$ cat src/rtl/weight_tile_loader.sv
// weight_tile_loader: buffers one NxN weight tile and shifts it into the PE array.
// Build option WEIGHT_TILE_LOADER_DBUF_EN selects ping-pong tile banks.
module weight_tile_loader #(
  parameter int N          = 3,
  parameter int DATA_WIDTH = 8,
  parameter int ACC_WIDTH  = 32
) (
  input  logic                    clk,
  input  logic                    rst_n,
  input  logic                    s_valid,
  output logic                    s_ready,
  input  logic [N*DATA_WIDTH-1:0] s_data,
  input  logic                    load_start,
  output logic [N*ACC_WIDTH-1:0]  psum_top,
  output logic                    en_weight_pass,
  output logic [N-1:0]            en_weight_capture,
  output logic                    busy,
  output logic                    load_done
);

  localparam int CW = $clog2(N + 1);
  localparam int KW = (N > 1) ? $clog2(N) : 1;
`ifdef WEIGHT_TILE_LOADER_DBUF_EN
  localparam int NB = 2;
`else
  localparam int NB = 1;
`endif
  localparam int RW = (NB * N > 1) ? $clog2(NB * N) : 1;

  typedef enum logic [1:0] {
    FILL,
    SHIFT,
    DONE
  } state_t;

  state_t state, state_n;

  logic [N*DATA_WIDTH-1:0] rows [NB*N];
  logic [KW-1:0]           k;
  logic                    start_q;
  logic                    take;
  logic                    full_n;
  logic                    go;
  logic [CW-1:0]           fill_cnt;
  logic [RW-1:0]           wr_idx;
  logic [RW-1:0]           rd_idx;

`ifdef WEIGHT_TILE_LOADER_DBUF_EN
  logic          fb;
  logic [CW-1:0] cnt [2];

  // fb is the fill bank; the other bank is the one being shifted
  always_comb begin
    fill_cnt = cnt[fb];
    wr_idx   = (fb ? RW'(N) : RW'(0)) + RW'(cnt[fb]);
    rd_idx   = (fb ? RW'(0) : RW'(N))
             + RW'(N - 1) - RW'(k);
    s_ready  = rst_n && (cnt[fb] < CW'(N));
  end

  always_ff @(posedge clk) begin
    if (!rst_n) begin
      cnt[0] <= '0;
      cnt[1] <= '0;
      fb     <= 1'b0;
    end else begin
      if (take)
        cnt[fb] <= cnt[fb] + CW'(1);
      if (state == DONE)
        cnt[!fb] <= '0;
      if (go && state != SHIFT)
        fb <= !fb;
    end
  end
`else
  logic [CW-1:0] cnt;

  always_comb begin
    fill_cnt = cnt;
    wr_idx   = RW'(cnt);
    rd_idx   = RW'(N - 1) - RW'(k);
    s_ready  = rst_n && (state == FILL)
            && (cnt < CW'(N));
  end

  always_ff @(posedge clk) begin
    if (!rst_n)
      cnt <= '0;
    else if (state == DONE)
      cnt <= '0;
    else if (take)
      cnt <= cnt + CW'(1);
  end
`endif

  assign take   = s_valid && s_ready;
  // count as it will be after this edge, so a start with the last beat costs no cycle
  assign full_n = (fill_cnt == CW'(N))
               || (take && fill_cnt == CW'(N - 1));
  assign go     = full_n && (load_start || start_q);

  always_comb begin
    state_n = state;
    unique case (state)
      FILL:    if (go) state_n = SHIFT;
      SHIFT:   if (k == KW'(N - 1)) state_n = DONE;
`ifdef WEIGHT_TILE_LOADER_DBUF_EN
      DONE:    state_n = go ? SHIFT : FILL;
`else
      DONE:    state_n = FILL;
`endif
      default: state_n = FILL;
    endcase
  end

  always_ff @(posedge clk) begin
    if (!rst_n) begin
      state   <= FILL;
      k       <= '0;
      start_q <= 1'b0;
    end else begin
      state <= state_n;
      if (state == SHIFT && k != KW'(N - 1))
        k <= k + KW'(1);
      else
        k <= '0;
      if (state != SHIFT && state_n == SHIFT)
        start_q <= 1'b0;
      else if (state != SHIFT)
        start_q <= start_q | load_start;
    end
  end

  always_ff @(posedge clk) begin
    if (take)
      rows[wr_idx] <= s_data;
  end

  // last row leaves first; row r reaches its PEs after r more stages
  always_comb begin
    psum_top          = '0;
    en_weight_pass    = 1'b0;
    en_weight_capture = '0;
    busy              = 1'b0;
    load_done         = 1'b0;
    if (state == SHIFT) begin
      for (int c = 0; c < N; c++)
        psum_top[c*ACC_WIDTH +: ACC_WIDTH] =
          ACC_WIDTH'(rows[rd_idx][c*DATA_WIDTH +: DATA_WIDTH]);
      en_weight_pass = 1'b1;
      busy           = 1'b1;
      if (k == KW'(N - 1))
        en_weight_capture = '1;
    end
    if (state == DONE)
      load_done = 1'b1;
  end

endmodule

$ cat config.mk
export PLATFORM = sky130hd
export DESIGN_NAME = weight_tile_loader
export DESIGN_NICKNAME = d
export VERILOG_FILES = /design/src/rtl/weight_tile_loader.sv
export SDC_FILE = /design/constraint.sdc
export NUM_CORES = 1
export LEC_CHECK = 0
export ABC_AREA = 1
export CORE_MARGIN = 2
export CORE_UTILIZATION = 30
export CTS_BUF_LIST = sky130_fd_sc_hd__clkbuf_4
export DETAILED_ROUTE_END_ITERATION = 12
export DONT_BUFFER_PORTS = 1
export PLACE_DENSITY_LB_ADDON = 0.1
export SETUP_SLACK_MARGIN = 0.02
export SLEW_MARGIN = 20
export SYNTH_ARGS = -nofsm -noshare
export SYNTH_HDL_FRONTEND = slang
export SYNTH_SLANG_ARGS = --single-unit
$ cat constraint.sdc
create_clock -name clk -period 7.4 [get_ports clk]
set_clock_uncertainty 0.05 [all_clocks]
set_input_delay 1.48 -clock clk [delete_from_list [all_inputs] [get_ports clk]]
set_output_delay 1.48 -clock clk [all_outputs]
set_load 0.005 [all_outputs]
# Yosys cells after proc, flatten, opt, wreduce, memory -nomap -nowiden
# Memory sizes are Yosys's and may differ from the RTL's.
# Cells that the tools add are included.
[word_totals]
ff_bits = 7
ramBits = 72
inputBits = 28
output_inout_bits = 103
mem_count = 1
[memory_table]
columns = ["name", "words", "width", "read_ports", "rd_clocked_by_memory_dff", "write_ports", "line_no", "text"]
rows = [
  ["rows", 3, 24, 1, 0, 1, "38", "logic [N*DATA_WIDTH-1:0] rows [NB*N];"],
]
[op_classes]
n_addsub = 3
n_lt_le_gt_ge = 1
n_eq_ne = 8
muxes = 10
n_bitwise = 2
n_reduce_logical = 13
[ops]
columns = ["operator", "n"]
rows = [
  ["$mux 72", 1],
  ["$eq 2x2->1 const B", 4],
  ["$logic_and 1x1->1", 7],
  ["$mux 3", 2],
  ["$add 2x1->2 const B", 2],
  ["$eq 2x1->1 const B", 2],
  ["$mux 1", 4],
  ["$mux 2", 2],
  ["$pmux 2 s2", 1],
  ["$reduce_or 2->1", 2],
  ["$logic_not 2->1", 1],
  ["$logic_or 1x1->1", 2],
  ["$lt 2x2->1 const B", 1],
  ["$ne 2x1->1 const B", 1],
  ["$ne 2x2->1 const B", 1],
  ["$reduce_and 2->1", 1],
  ["$sub 2x2->2 const A", 1],
  ["$not 1->1", 1],
  ["$or 1x1->1", 1],
]

# Depth between registers and ports, before layout
[depth]
ltp_word = 12
mapped_depth = 9
depth_no_buf = 6

# Worst setup path before layout
# OpenSTA, ideal clock, no wires.
[synth_path]
kind = "input -> register"
from = "in rst_n"
to = "mem rows[0][0] in the netlist's numbering, enable pin"
arrival_time_ns = 2.848
t_required_ns = 6.945
slack_ns = 4.097
cell_stages = 4
path_buffers = 0
path_cell_list = "inv_1 nor2_1 nand3_1 nor2_1"
[synth_via]
elab_chain_len = 5
[synth_rtl]
columns = ["element", "line_no", "text"]
rows = [
  ["from (decl)", "9", "input logic rst_n,"],
  ["$logic_and 1x1->1", "82", "s_ready = rst_n && (state == FILL)"],
  ["$logic_and 1x1->1", "83", "&& (cnt < CW'(N));"],
  ["$logic_and 1x1->1", "96", "assign take = s_valid && s_ready;"],
  ["$mux 1", "135", "if (take)"],
  ["$mux 1 (not written as such)", "136", "rows[wr_idx] <= s_data;"],
  ["to (decl)", "38", ""],
]
# Every way passes these cells.

# Worst setup path after layout
[layout_path]
from = "reg k[0]"
to = "out psum_top[0]"
[layout_via]
elab_chain_len = 3
[layout_rtl]
columns = ["element", "line_no", "text"]
rows = [
  ["from (decl)", "39", "logic [KW-1:0] k;"],
  ["from (signal assigned)", "124", "k <= k + KW'(1);"],
  ["$sub 2x2->2", "81", "rd_idx = RW'(N - 1) - RW'(k);"],
  ["$mem_v2 3x24", "n/a", ""],
  ["$mux 72", "146", "if (state == SHIFT) begin"],
  ["to (decl)", "14", "output logic [N*ACC_WIDTH-1:0] psum_top,"],
]
# Every way passes these cells.

==> results_dict.tcl <==
set metrics [dict create \
    rsz0062_at_grt "no" \
    fp.dieH_microns 118 \
    dr.pass1.iters 4 \
    clock_latency_ns 0.41 \
    path_cells "inv_2, ha_2, o21ai_0, inv_1" \
    cts_inserted_buffers 9 \
    place_congestion 0.689 \
    die_w_microns 118 \
    dp_cells 538 \
    tns_ns 0 \
    finalHoldViolations 0 \
    synth_seq_cells 79 \
    io_buffers 0 \
    grt_usage 0.101 \
    synth_cells 381 \
    cp_max_fo 49 \
    ir_worst_vdd_uv 56.9 \
    rows 41 \
    detail-route-antenna-nets 0 \
    vias_per_cell 3.81 \
    required_ns 5.87 \
    holdCritPathClass "flip-flop to flip-flop" \
    cts_buffer_depth 2 \
    crit_buf_inv 2 \
    path_clk_slew_ns 0.12 \
    period_needed_ns 4.94 \
    antenna_cells 0 \
    post_synth_num_cell_types 21 \
    worstMarginPinSlew_ns 1.01 \
    initial_core_util 0.309 \
    startpoint_type "flip-flop" \
    cp_slowest_cell "ha_2" \
    p_leak_uw 0.00177 \
    status "complete, no violations" \
    drc 0 \
    clockRootBuffer "clkbuf_4" \
    synth_warnings 0 \
    gr-total-overflow 0 \
    drv_slew 0 \
    final_cell_count_no_fill 552 \
    timing.final.crit_share 0.667 \
    crit_family "adder cells" \
    synth_area_sq_um 3920 \
    vias 2101 \
    htreeDepth 3 \
    ios 131 \
    holdBufCountCts 0 \
    slew_headroom 0.327 \
    cts_tree "done" \
    drt_iter0_drc 97 \
    first_global_vias 1949 \
    cts_resized 0 \
    power_density_nw_per_um2 195 \
    dieArea_sq_um 14000 \
    grt_pass1_wl_microns 10600 \
    drive_above_1_share 0.0816 \
    endpoint_kind "primary output" \
    fmax_mhz 203 \
    nets 410 \
    grt_max_degree 50 \
    dp_hpwl_microns 4400 \
    antenna_found_initial 0 \
    cap_violations 0 \
    seq_area_frac_synth 0.587 \
    postSynthAreaPerCell_sq_um 10.3 \
    cts_setup_buffers 0 \
    core_area_sq_um 12700 \
    slowest_delay_ns 1.11 \
    synthToLayoutAreaGrowth_pct -1.09 \
    path_class "flip-flop to primary output" \
    arrival_ns 3.41 \
    wl_per_cell_microns 12.6 \
    setup_viol 0 \
    cts_sinks 79 \
    wl_microns 6950 \
]
[cell type report]
class	instances	area, sq um
Fill cell	1323	8790
Sequential cell	79	2300
Inverter	63	239
Multi-Input combinational cell	223	1020
Timing Repair Buffer	1	7.51
Clock buffer	9	67.6
Clock inverter	5	27.5
Tap cell	172	215
[cell families (layout without fill, tap and decap cells)]
logic type / after synthesis / after routing / share of synthesized area
flip-flops: 79 / 79 / 0.587
AND/OR/NAND/NOR: 91 / 91 / 0.0913
adder cells (fa/ha/maj): 5 / 5 / 0.0160
other: 1 / 72 / 0.000957
buffers and inverters: 150 / 78 / 0.225
AO/OA/AOI/OAI: 55 / 55 / 0.0789
[power by group]
part	internal (uW)	total [uW]	switching (uW)	leakage, uW
Combinational	8.98	44.5	35.5	0.00100
Sequential	501	506	4.20	0.000713
Clock	63.2	206	143	0.0000572
Total	574	756	182	0.00177
[worst min-delay path, cell delays in order, from the launching register on]
cell and delay, ns:
dfxtp_1 0.35, inv_1 0.10, a21oi_1 0.07
[cell usage in the layout, fill, tap and decap left out, drive strengths merged]
master    Yosys  routed
a21oi        28      28
nor3          2       2
dfxtp         7       7
edfxtp       72      72
inv          63      63
nor2         10      10
nand4         1       1
ha            5       5
clkinv        0       4
nand3         3       3
nand2        75      75
clkbuf        1       9
clkinvlp      0       1
o21ai        27      27
conb          1      72
buf          86       1
[synth_stat cells]
| library cell | number | area share |
|---|---|---|
| a21oi_1 | 19 | 0.024 |
| a21oi_2 | 9 | 0.020 |
| buf_2 | 5 | 0.0064 |
| buf_4 | 79 | 0.15 |
| buf_6 | 2 | 0.0057 |
| clkbuf_1 | 1 | 0.00096 |
| conb_1 | 1 | 0.00096 |
| dfxtp_1 | 7 | 0.036 |
| edfxtp_1 | 72 | 0.55 |
| ha_1 | 5 | 0.016 |
| inv_1 | 60 | 0.057 |
| inv_2 | 2 | 0.0019 |
| inv_4 | 1 | 0.0016 |
| nand2_1 | 75 | 0.072 |
| nand3_1 | 3 | 0.0038 |
| nand4_1 | 1 | 0.0016 |
| nor2_1 | 9 | 0.0086 |
| nor2_4 | 1 | 0.0029 |
| nor3_1 | 2 | 0.0026 |
| o21ai_0 | 9 | 0.011 |
| o21ai_1 | 18 | 0.023 |
[final timing paths]
path / from / end / slack (ns) / cells past startpoint
worst max-delay path: k[0] / psum_top[0] / 2.46 / 4
worst max register to register: k[0] / k[1] / 4.52 / 3
worst min-delay path: cnt[1] / cnt[1] / 0.50 / 2
worst min register to register: cnt[1] / cnt[1] / 0.50 / 2
[flip-flops by register name, indices dropped and copies added, names as in the netlist]
signal and flops:
rows 72, cnt 2, k 2, state 2, start_q 1
[layer usage]
metal,track usage,share of wire,vias up
li1,-,-,1059
met1,0.126,0.45,930
met2,0.162,0.47,102
met3,0.0290,0.072,10
met4,0.0452,0.016,0
met5,0,0,-
[metrics by stage]
stage          hold slack [ns]  setup WS, ns   util  total power, uW  area [sq um]
2_1_floorplan            0.440          4.10      -              579          4190
3_3_place_gp             0.465          2.70  0.298              561          3780
3_5_place_dp             0.482          2.72  0.298              561          3780
4_1_cts                  0.502          2.23  0.306              768          3880
5_1_grt                  0.528          2.01  0.306              790          3880
6_report                 0.499          2.46  0.306              756          3880
No activity file was read; power rests on OpenSTA's default activity.
